[config.mk]
export PLATFORM = sky130hd
export DESIGN_NAME = spi_slave_core_flat
export DESIGN_NICKNAME = d
export VERILOG_FILES = /design/src/rtl/spi_slave_core_pkg.sv /design/src/rtl/spi_slave_core_if.sv /design/src/rtl/spi_slave_core_sync.sv /design/src/rtl/spi_slave_core.sv /design/src/flat_wrapper.sv
export SDC_FILE = /design/constraint.sdc
export NUM_CORES = 1
export LEC_CHECK = 0
export CAP_MARGIN = 20
export CORE_MARGIN = 2
export CORE_UTILIZATION = 55
export DETAILED_ROUTE_END_ITERATION = 10
export GPL_TIMING_DRIVEN = 0
export PLACE_DENSITY_LB_ADDON = 0.3
export SYNTH_ARGS = -nofsm -noshare
export SYNTH_HDL_FRONTEND = slang
export SYNTH_SLANG_ARGS = --single-unit
[constraint.sdc]
create_clock -name pclk -period 3.7 [get_ports pclk]
set_input_delay 0.925 -clock pclk [delete_from_list [all_inputs] [get_ports pclk]]
set_output_delay 0.925 -clock pclk [all_outputs]
set_load 0.02 [all_outputs]
[src/rtl/spi_slave_core_pkg.sv]
// Purpose: shared types and constants for the SPI slave endpoint.
// Latency: n/a (declarations only).
// Backpressure: n/a.
package spi_slave_core_pkg;

    typedef enum logic {
        IDLE   = 1'b0,
        ACTIVE = 1'b1
    } spi_slv_state_e;

    // Flops in each pin synchronizer, not counting the edge-detect delay flop.
    localparam int SPI_SYNC_STAGES = 2;

    // Width of the bit counter for a frame of dw bits (counts 0..dw-1).
    function automatic int spi_cnt_width(input int dw);
        return (dw > 1) ? $clog2(dw) : 1;
    endfunction

endpackage

[src/rtl/spi_slave_core_if.sv]
// Purpose: local-side tx/rx word handshake and status pulses of the SPI slave.
// Latency: n/a (wiring only).
// Backpressure: tx side is valid/ready; rx side holds rx_data until rx_ack.
// Ports: tx_data/tx_valid/tx_ready push words to send; rx_data/rx_valid/rx_ack
//        hand over received words; rx_overrun/tx_underrun/frame_abort are
//        one-cycle status pulses; busy mirrors the ACTIVE state.
interface spi_slave_core_if #(
    parameter int DATA_WIDTH = 8
);
    logic [DATA_WIDTH-1:0] tx_data;
    logic                  tx_valid;
    logic                  tx_ready;
    logic [DATA_WIDTH-1:0] rx_data;
    logic                  rx_valid;
    logic                  rx_ack;
    logic                  rx_overrun;
    logic                  tx_underrun;
    logic                  frame_abort;
    logic                  busy;

    // Core side.
    modport slave (
        input  tx_data, tx_valid, rx_ack,
        output tx_ready, rx_data, rx_valid, rx_overrun, tx_underrun, frame_abort, busy
    );

    // Local logic side.
    modport master (
        output tx_data, tx_valid, rx_ack,
        input  tx_ready, rx_data, rx_valid, rx_overrun, tx_underrun, frame_abort, busy
    );
endinterface

[src/rtl/spi_slave_core_sync.sv]
// Purpose: synchronize one asynchronous pin into pclk and flag its edges.
// Latency: pin change visible on lvl/rise/fall after SPI_SYNC_STAGES pclk edges.
// Backpressure: none; free-running.
// Ports: pclk/preset_n clock and sync reset; pin raw input; lvl synchronized
//        level; rise/fall one-cycle edge strobes.
module spi_slave_sync
    import spi_slave_core_pkg::*;
#(
    parameter logic RST_VAL = 1'b0
) (
    input  logic pclk,
    input  logic preset_n,
    input  logic pin,
    output logic lvl,
    output logic rise,
    output logic fall
);

    logic [SPI_SYNC_STAGES-1:0] sync_q;
    logic                       dly_q;

    always_ff @(posedge pclk) begin
        if (!preset_n) begin
            sync_q <= {SPI_SYNC_STAGES{RST_VAL}};
            dly_q  <= RST_VAL;
        end else begin
            sync_q <= {sync_q[SPI_SYNC_STAGES-2:0], pin};
            dly_q  <= sync_q[SPI_SYNC_STAGES-1];
        end
    end

    assign lvl  = sync_q[SPI_SYNC_STAGES-1];
    assign rise =  lvl & ~dly_q;
    assign fall = ~lvl &  dly_q;

endmodule

[src/rtl/spi_slave_core.sv]
// Purpose: full-duplex SPI slave (modes 0-3) oversampling sclk/ss_n/mosi in pclk.
// Latency: 3 pclk from a pin edge to its action; rx word valid 3 pclk after last sample edge.
// Backpressure: one-entry tx buffer (tx_ready = empty); rx word held until rx_ack, overwritten on overrun.
// Ports: pclk/preset_n clock and sync reset; sclk_in/ss_n/mosi async SPI pins;
//        miso/miso_oe SPI output; cpol/cpha mode select; bus carries the
//        local tx/rx handshake and status pulses.
module spi_slave_core
    import spi_slave_core_pkg::*;
#(
    parameter int                    DATA_WIDTH    = 8,
    parameter logic [DATA_WIDTH-1:0] UNDERRUN_FILL = '0
) (
    input  logic pclk,
    input  logic preset_n,
    input  logic sclk_in,
    input  logic ss_n,
    input  logic mosi,
    output logic miso,
    output logic miso_oe,
    input  logic cpol,
    input  logic cpha,
    spi_slave_core_if.slave bus
);

    localparam int             CNT_W    = spi_cnt_width(DATA_WIDTH);
    localparam logic [CNT_W-1:0] LAST_BIT = CNT_W'(DATA_WIDTH - 1);

    logic sclk_lvl_unused, sclk_rise, sclk_fall;
    logic ss_lvl_unused, ss_rise, ss_fall;
    logic mosi_lvl, mosi_rise_unused, mosi_fall_unused;

    spi_slave_sync #(.RST_VAL(1'b0)) u_sync_sclk (
        .pclk(pclk), .preset_n(preset_n), .pin(sclk_in),
        .lvl(sclk_lvl_unused), .rise(sclk_rise), .fall(sclk_fall)
    );
    spi_slave_sync #(.RST_VAL(1'b1)) u_sync_ss (
        .pclk(pclk), .preset_n(preset_n), .pin(ss_n),
        .lvl(ss_lvl_unused), .rise(ss_rise), .fall(ss_fall)
    );
    spi_slave_sync #(.RST_VAL(1'b0)) u_sync_mosi (
        .pclk(pclk), .preset_n(preset_n), .pin(mosi),
        .lvl(mosi_lvl), .rise(mosi_rise_unused), .fall(mosi_fall_unused)
    );

    spi_slv_state_e        state_q, state_d;
    logic                  cpol_q, cpha_q, skip_q;
    logic [CNT_W-1:0]      bit_cnt_q;
    logic                  buf_full_q;
    logic [DATA_WIDTH-1:0] buf_dat_q, tx_shift_q, rx_data_q;
    logic [DATA_WIDTH-2:0] rx_shift_q;
    logic                  rx_valid_q, rx_overrun_q, tx_underrun_q, frame_abort_q;

    // Leading edge leaves the idle level; cpha picks which edge samples.
    logic lead_edge, trail_edge, sample_edge, shift_edge;
    assign lead_edge   = cpol_q ? sclk_fall : sclk_rise;
    assign trail_edge  = cpol_q ? sclk_rise : sclk_fall;
    assign sample_edge = cpha_q ? trail_edge : lead_edge;
    assign shift_edge  = cpha_q ? lead_edge  : trail_edge;

    logic load_evt, sample_evt, complete_evt, shift_evt, abort_evt, busy_c;
    logic tx_wr;
    logic [DATA_WIDTH-1:0] rx_word;

    assign tx_wr   = bus.tx_valid && !buf_full_q;
    assign rx_word = {rx_shift_q, mosi_lvl};

    always_ff @(posedge pclk) begin
        if (!preset_n) state_q <= IDLE;
        else           state_q <= state_d;
    end

    always_comb begin
        state_d = state_q;
        if (state_q == IDLE) begin
            if (ss_fall) state_d = ACTIVE;
        end else begin
            if (ss_rise) state_d = IDLE;
        end
    end

    // Deselect wins over any sclk edge seen in the same cycle.
    always_comb begin
        load_evt     = 1'b0;
        sample_evt   = 1'b0;
        complete_evt = 1'b0;
        shift_evt    = 1'b0;
        abort_evt    = 1'b0;
        busy_c       = (state_q == ACTIVE);
        if (state_q == IDLE) begin
            load_evt = ss_fall;
        end else if (ss_rise) begin
            abort_evt = (bit_cnt_q != '0);
        end else begin
            sample_evt   = sample_edge;
            shift_evt    = shift_edge;
            complete_evt = sample_edge && (bit_cnt_q == LAST_BIT);
            load_evt     = complete_evt;
        end
    end

    always_ff @(posedge pclk) begin
        if (!preset_n) begin
            cpol_q        <= 1'b0;
            cpha_q        <= 1'b0;
            skip_q        <= 1'b0;
            bit_cnt_q     <= '0;
            buf_full_q    <= 1'b0;
            buf_dat_q     <= '0;
            tx_shift_q    <= '0;
            rx_shift_q    <= '0;
            rx_data_q     <= '0;
            rx_valid_q    <= 1'b0;
            rx_overrun_q  <= 1'b0;
            tx_underrun_q <= 1'b0;
            frame_abort_q <= 1'b0;
        end else begin
            rx_overrun_q  <= 1'b0;
            tx_underrun_q <= load_evt && !buf_full_q;
            frame_abort_q <= abort_evt;

            if (state_q == IDLE && ss_fall) begin
                cpol_q     <= cpol;
                cpha_q     <= cpha;
                skip_q     <= cpha;
                bit_cnt_q  <= '0;
                rx_shift_q <= '0;
            end

            // A write colliding with an empty-buffer load still lands in the buffer.
            if (tx_wr) buf_dat_q <= bus.tx_data;
            if (load_evt) begin
                tx_shift_q <= buf_full_q ? buf_dat_q : UNDERRUN_FILL;
                buf_full_q <= tx_wr;
            end else if (tx_wr) begin
                buf_full_q <= 1'b1;
            end

            // The edge right after a load is swallowed so the new MSB stays on miso.
            if (shift_evt) begin
                if (skip_q) skip_q     <= 1'b0;
                else        tx_shift_q <= tx_shift_q << 1;
            end

            if (sample_evt) begin
                rx_shift_q <= rx_word[DATA_WIDTH-2:0];
                bit_cnt_q  <= bit_cnt_q + CNT_W'(1);
            end

            if (complete_evt) begin
                bit_cnt_q    <= '0;
                skip_q       <= 1'b1;
                rx_data_q    <= rx_word;
                rx_valid_q   <= 1'b1;
                rx_overrun_q <= rx_valid_q && !bus.rx_ack;
            end else if (bus.rx_ack) begin
                rx_valid_q <= 1'b0;
            end

            if (abort_evt) begin
                bit_cnt_q  <= '0;
                rx_shift_q <= '0;
            end
        end
    end

    assign miso            = tx_shift_q[DATA_WIDTH-1];
    assign miso_oe         = busy_c;
    assign bus.busy        = busy_c;
    assign bus.tx_ready    = !buf_full_q;
    assign bus.rx_data     = rx_data_q;
    assign bus.rx_valid    = rx_valid_q;
    assign bus.rx_overrun  = rx_overrun_q;
    assign bus.tx_underrun = tx_underrun_q;
    assign bus.frame_abort = frame_abort_q;

endmodule

[src/flat_wrapper.sv]
// flat-port wrapper written by rule: the top's interface ports become plain ports
module spi_slave_core_flat import spi_slave_core_pkg::*;
#(
    parameter int                    DATA_WIDTH    = 8,
    parameter logic [DATA_WIDTH-1:0] UNDERRUN_FILL = '0
)
  (pclk, preset_n, sclk_in, ss_n, mosi, miso, miso_oe, cpol, cpha, bus_tx_data, bus_tx_valid, bus_rx_ack, bus_tx_ready, bus_rx_data, bus_rx_valid, bus_rx_overrun, bus_tx_underrun, bus_frame_abort, bus_busy);
  spi_slave_core_if #(.DATA_WIDTH(DATA_WIDTH)) bus_i ();
  input  logic pclk;
  input  logic preset_n;
  input  logic sclk_in;
  input  logic ss_n;
  input  logic mosi;
  output logic miso;
  output logic miso_oe;
  input  logic cpol;
  input  logic cpha;
  input wire logic [$bits(bus_i.tx_data)-1:0] bus_tx_data;
  input wire logic [$bits(bus_i.tx_valid)-1:0] bus_tx_valid;
  input wire logic [$bits(bus_i.rx_ack)-1:0] bus_rx_ack;
  output wire logic [$bits(bus_i.tx_ready)-1:0] bus_tx_ready;
  output wire logic [$bits(bus_i.rx_data)-1:0] bus_rx_data;
  output wire logic [$bits(bus_i.rx_valid)-1:0] bus_rx_valid;
  output wire logic [$bits(bus_i.rx_overrun)-1:0] bus_rx_overrun;
  output wire logic [$bits(bus_i.tx_underrun)-1:0] bus_tx_underrun;
  output wire logic [$bits(bus_i.frame_abort)-1:0] bus_frame_abort;
  output wire logic [$bits(bus_i.busy)-1:0] bus_busy;
  assign bus_i.tx_data = bus_tx_data;
  assign bus_i.tx_valid = bus_tx_valid;
  assign bus_i.rx_ack = bus_rx_ack;
  assign bus_tx_ready = bus_i.tx_ready;
  assign bus_rx_data = bus_i.rx_data;
  assign bus_rx_valid = bus_i.rx_valid;
  assign bus_rx_overrun = bus_i.rx_overrun;
  assign bus_tx_underrun = bus_i.tx_underrun;
  assign bus_frame_abort = bus_i.frame_abort;
  assign bus_busy = bus_i.busy;
  spi_slave_core #(.DATA_WIDTH(DATA_WIDTH), .UNDERRUN_FILL(UNDERRUN_FILL)) u_core (.pclk(pclk), .preset_n(preset_n), .sclk_in(sclk_in), .ss_n(ss_n), .mosi(mosi), .miso(miso), .miso_oe(miso_oe), .cpol(cpol), .cpha(cpha), .bus(bus_i));
endmodule
After elaboration in Yosys (flattened, before gate mapping)
Index checks and enable logic that the tools add are counted.
Cells by class
  $mul: 0
  mux-type cells: 32
  add/sub/neg operators: 1
  order comparisons: 0
  shift operators: 0
  div/mod/pow operators: 0
  bitwise gates (word level): 10
  eq/ne operators: 1
  reductions and logical operators: 14
Operator list (number)
  $mux 8: 4
  $mux 1: 24
  $mux 7: 2
  $mux 3: 2
  $not 1->1: 6
  $reduce_bool 2->1: 3
  $logic_and 1x1->1: 5
  $and 1x1->1: 4
  $add 3x1->3 const B: 1
  $eq 3x3->1 const B: 1
  $reduce_bool 3->1: 1
  $reduce_or 3->1: 1
  $logic_not 1->1: 2
  $reduce_and 2->1: 1
  $reduce_or 2->1: 1
Word-level totals
  memories kept: 0
  RAM bits: 0
  output and inout bits: 16
  bits in latches: 0
  memory bits (read-only): 0
  bits in registers: 51

Longest topological paths before layout
  word-level depth: 10
  mapped depth: 7

Hierarchy
From an unflattened synthesis, not the netlist that was laid out.
Unflattened totals
  cells, all modules: 236
  area total of the unflattened synthesis: 2177.1 µm²
By module, submodules not included
  spi_slave_core: sequential area each 860.8 µm², area each 1903.1 µm², instances 1, cells each 212
  spi_slave_sync: sequential area each 60.1 µm², area each 91.3 µm², instances 3, cells each 8

Worst setup path after synthesis
No wires, ideal clock.
  path type: input-to-reg
  start point: input preset_n
  end point: register u_core.bit_cnt_q[0]
  setup time: 77 ps
  path slack: 1991 ps
  data arrival time: 1632 ps
  stages: 3
  cell sequence: clkbuf_1 > o21ai_0 > a21oi_1
Between the ends
  longest elaborated chain between the ends: 2
Ends and longest elaborated chain
  from (decl): RTL line flat_wrapper.sv:10  | input logic preset_n;
  $not 1->1 (no line)
  $reduce_or 3->1 (no line)
  to (signal assigned): RTL line spi_slave_core.sv:146  | bit_cnt_q <= bit_cnt_q + CNT_W'(1);
  to (decl): RTL line spi_slave_core.sv:47  | logic [CNT_W-1:0] bit_cnt_q;
Every way passes these cells.
A chain may end at the register's enable or synchronous reset.

Worst setup path in the final report
  start point: register u_core.state_q, in the netlist u_core.bus.busy
  end point: output miso_oe
RTL lines
  from (decl): RTL line spi_slave_core.sv:45  | spi_slv_state_e state_q, state_d;
  from (signal assigned): RTL line spi_slave_core.sv:69  | else state_q <= state_d;
  to (decl): RTL line flat_wrapper.sv:15  | output logic miso_oe;
No word-level cell between the ends.

==> impl_metrics.ini <==
[run_status]
run_status = completed

[timing]
fin_tns_setup_ns = 0
setup-violations-final = 0
final.period_utilization = 0.675
rsz0062_at_grt = false
timing_max_transition_violations_final = 0
clock-skew-final_ns = 0.00555
final_period_minus_worst_setup_slack_ns = 2.50
worst_slew_margin_rel = 0.572
worstMarginPinSlew_ns = 0.637
hold_viol = 0
fmax_mhz = 400
worst_hold_slack_ns = 0.423

[synth]
synth.avg_cell_area_um2 = 8.68
syn-cell-area_um2 = 1920
synth.ff_latch_count = 51
yosysWarningCount = 0
syn-num-nets = 241
synthSimpleGateAreaFrac = 0.230
synth_seq_area_share = 0.532
synth_compound_gate_area_share = 0.121
synth_top_family_by_area = simple AND/OR/NAND/NOR gates
yosysUniqueCellTypes = 27
yosys.area_share.adder = 0.0196
synth.area.mux_share = 0.0522
synthesis.instances = 221
synth-xor-area-share = 0.00456

[grt]
first_global_vias = 1495
grt_antenna_before_repair = 0
grt_pass1_wl_mm = 6.47
grt.overflow.total = 0
track_usage = 0.206
grt_start_max_net_pins = 16

[critical_path]
critical_path_buf_inv_count = 2
worstSetupPathDepth = 2
worst_path_dominant_cell_family = buffers and inverters
timing.critical_path.from = u_core.bus.busy
worst-r2r-cell-count = 5
critical_path_arrival_ns = 1.57
worstPathCellList = buf_4 > clkdlybuf4s50_1
worst-setup-path-type = reg2out
crit_path_max_incr_delay_ns = 0.59
worst-path-max-fanout = 7
r2r_start = u_core.bus.busy
r2r_setup_slack_ns = 1.86
crit_end = miso_oe
cp_slowest_cell = sky130_fd_sc_hd__clkdlybuf4s50_1
critical_path.endpoint_type = output port
setup_crit_start_kind = register
timing.critical_path.required_ns = 2.77
timing.rr.end = u_core.tx_shift_q[4]

[die]
fp.coreArea_um2 = 3340
core.rowCount = 21
io_pins = 33
fp.dieW_um = 63.1
initial_core_utilization = 0.575
fp.dieH_um = 63.1
die_area_um2 = 3980

[cts]
cts-hold-fix-buffers = 0
cts.sinks = 51
clkTransAtPathRegs_ns = 0.14
resized_after_cts = 0
cts.htree.levels = 2
clk_latency_ns = 0.36
clock_path_buffers = 2
cts_inserted_buffers = 5
clockRootBuffer = sky130_fd_sc_hd__clkbuf_4
post-cts-setup-buffers = 0
cts_tree = done

[route]
firstDrtPassIters = 5
drt-initial-drc-count = 108
routed_wire_length_per_instance_um = 12.2
post-route-drc-count = 0
antenna_violating_nets_left = 0
dr_total_vias = 1594
vias_per_cell = 5.19
finalWirelength_mm = 3.73

[layout]
fraction_of_the_core_area_covered_by_cells_at_the_end_of_the_flow = 0.718
insertedDiodeCount = 0
fraction_of_layout_instances_using_a_drive_strength_above_1 = 0.0536
syn_to_final_growth_pct = 24.8
finish.cell_count_without_fillers = 307
number_of_nets_in_the_final_layout = 280

[placed_design]
dp_hpwl_mm = 2.70
io_buffers = 31
gp_congestion = 0.793
place.detailed.instances = 298

[pwr]
power_density_nw_per_um2 = 425
max-vdd-ir-drop_mv = 0.266
design_power_total_mw = 1.02
power.leakage_nw = 0.855

[worst_hold_path]
hold_path_startpoint = u_core.u_sync_ss.sync_q[0]
worst_hold_path_type = reg2reg

[run]
cap_viol_max_count = 0
registers in the layout, summed over array words and instances, names as in the netlist, 2 cells and up:
name	count
u_core.buf_dat_q	8
u_core.bus.rx_data	8
u_core.tx_shift_q	8
u_core.rx_shift_q	7
u_core.bit_cnt_q	3
u_core.u_sync_mosi.sync_q	2
u_core.u_sync_sclk.sync_q	2
u_core.u_sync_ss.sync_q	2
cell type report:
cell class	instances	area (um^2)
buffer	13	60.1
sequential	51	1020
inverter	5	18.8
fill	285	941
tap	46	57.6
clock inverter	2	60.1
timing repair buffer	32	318
clock buffer	6	41.3
multi-input combinational	152	820
cells by family (layout without fill, tap and decap cells):
logic type | Yosys count | count (layout)
AND/OR/NAND/NOR | 95 | 95
adder cells (fa/ha/maj) | 3 | 3
multiplexers | 10 | 10
AO/OA/AOI/OAI | 43 | 43
flip-flops | 51 | 51
XOR/XNOR | 1 | 1
buffers and inverters | 18 | 58
routing by layer:
layer	routed length [um]	track usage	up-vias
met5	0	0	-
met3	174	0.0589	4
li1	-	-	822
met4	46	0.0722	0
met2	1820	0.338	36
met1	1690	0.260	732
synth_stat cells:
cell,n,area share
sky130_fd_sc_hd__nand3b_1,2,0.0078
sky130_fd_sc_hd__or3b_2,1,0.0046
sky130_fd_sc_hd__o21a_1,2,0.0078
sky130_fd_sc_hd__xor2_1,1,0.0046
sky130_fd_sc_hd__nand2_1,39,0.076
sky130_fd_sc_hd__o21ai_0,9,0.023
sky130_fd_sc_hd__nor3_1,2,0.0052
sky130_fd_sc_hd__a22oi_1,1,0.0039
sky130_fd_sc_hd__dfxtp_1,51,0.53
sky130_fd_sc_hd__and2_1,5,0.016
sky130_fd_sc_hd__a21oi_1,23,0.060
sky130_fd_sc_hd__o21ai_1,1,0.0026
sky130_fd_sc_hd__nor3b_1,1,0.0039
sky130_fd_sc_hd__nor2b_1,4,0.013
sky130_fd_sc_hd__nand3_1,19,0.050
sky130_fd_sc_hd__or2_1,1,0.0033
sky130_fd_sc_hd__or3_1,2,0.0065
sky130_fd_sc_hd__and3_1,1,0.0033
sky130_fd_sc_hd__mux2i_1,10,0.052
sky130_fd_sc_hd__nand2b_1,4,0.013
sky130_fd_sc_hd__clkbuf_1,8,0.016
sky130_fd_sc_hd__buf_2,3,0.0078
sky130_fd_sc_hd__buf_4,2,0.0078
sky130_fd_sc_hd__nor2_1,14,0.027
sky130_fd_sc_hd__ha_1,3,0.020
sky130_fd_sc_hd__inv_1,5,0.0098
sky130_fd_sc_hd__a31oi_1,7,0.023
stage by stage:
step	worst slack (ns)	instance area [um^2]
6_report	1.20	2400
3_5_place_dp	1.53	2290
5_1_grt	1.16	2400
3_3_place_gp	1.58	2290
4_1_cts	1.20	2390
2_1_floorplan	1.99	1920
how the worst min path moves through the flow:
stage | to | slack [ns] | cells past startpoint
2_1_floorplan | u_core.u_sync_ss.sync_q[1] | 0.39 | 1
3_3_place_gp | u_core.u_sync_ss.sync_q[1] | 0.39 | 1
3_5_place_dp | u_core.u_sync_ss.sync_q[1] | 0.39 | 1
4_1_cts | u_core.u_sync_ss.sync_q[1] | 0.43 | 1
5_1_grt | u_core.u_sync_ss.sync_q[1] | 0.46 | 1
6_report | u_core.u_sync_ss.sync_q[1] | 0.42 | 1
layout by cell type (no fill, tap or decap), types with 4 or more instances in the layout:
cell                              synthesis  layout
sky130_fd_sc_hd__nand2_1                 39      39
sky130_fd_sc_hd__mux2i_1                 10      10
sky130_fd_sc_hd__inv_1                    5       5
sky130_fd_sc_hd__o21ai_0                  9       9
sky130_fd_sc_hd__clkdlybuf4s50_1          0      31
sky130_fd_sc_hd__nand3_1                 19      19
sky130_fd_sc_hd__and2_1                   5       5
sky130_fd_sc_hd__nand2b_1                 4       4
sky130_fd_sc_hd__clkbuf_1                 8       9
sky130_fd_sc_hd__clkbuf_4                 0       6
sky130_fd_sc_hd__a21oi_1                 23      23
sky130_fd_sc_hd__nor2_1                  14      14
sky130_fd_sc_hd__dfxtp_1                 51      51
sky130_fd_sc_hd__a31oi_1                  7       7
sky130_fd_sc_hd__nor2b_1                  4       4
power by group:
part	leakage [nW]	switching [mW]	total [mW]	internal, mW
sequential	0.414	0.00709	0.569	0.562
combinational	0.388	0.0387	0.0726	0.0338
clock	0.0525	0.165	0.376	0.211
total	0.855	0.211	1.02	0.807
Note: power is estimated with default switching activity, not from simulation.
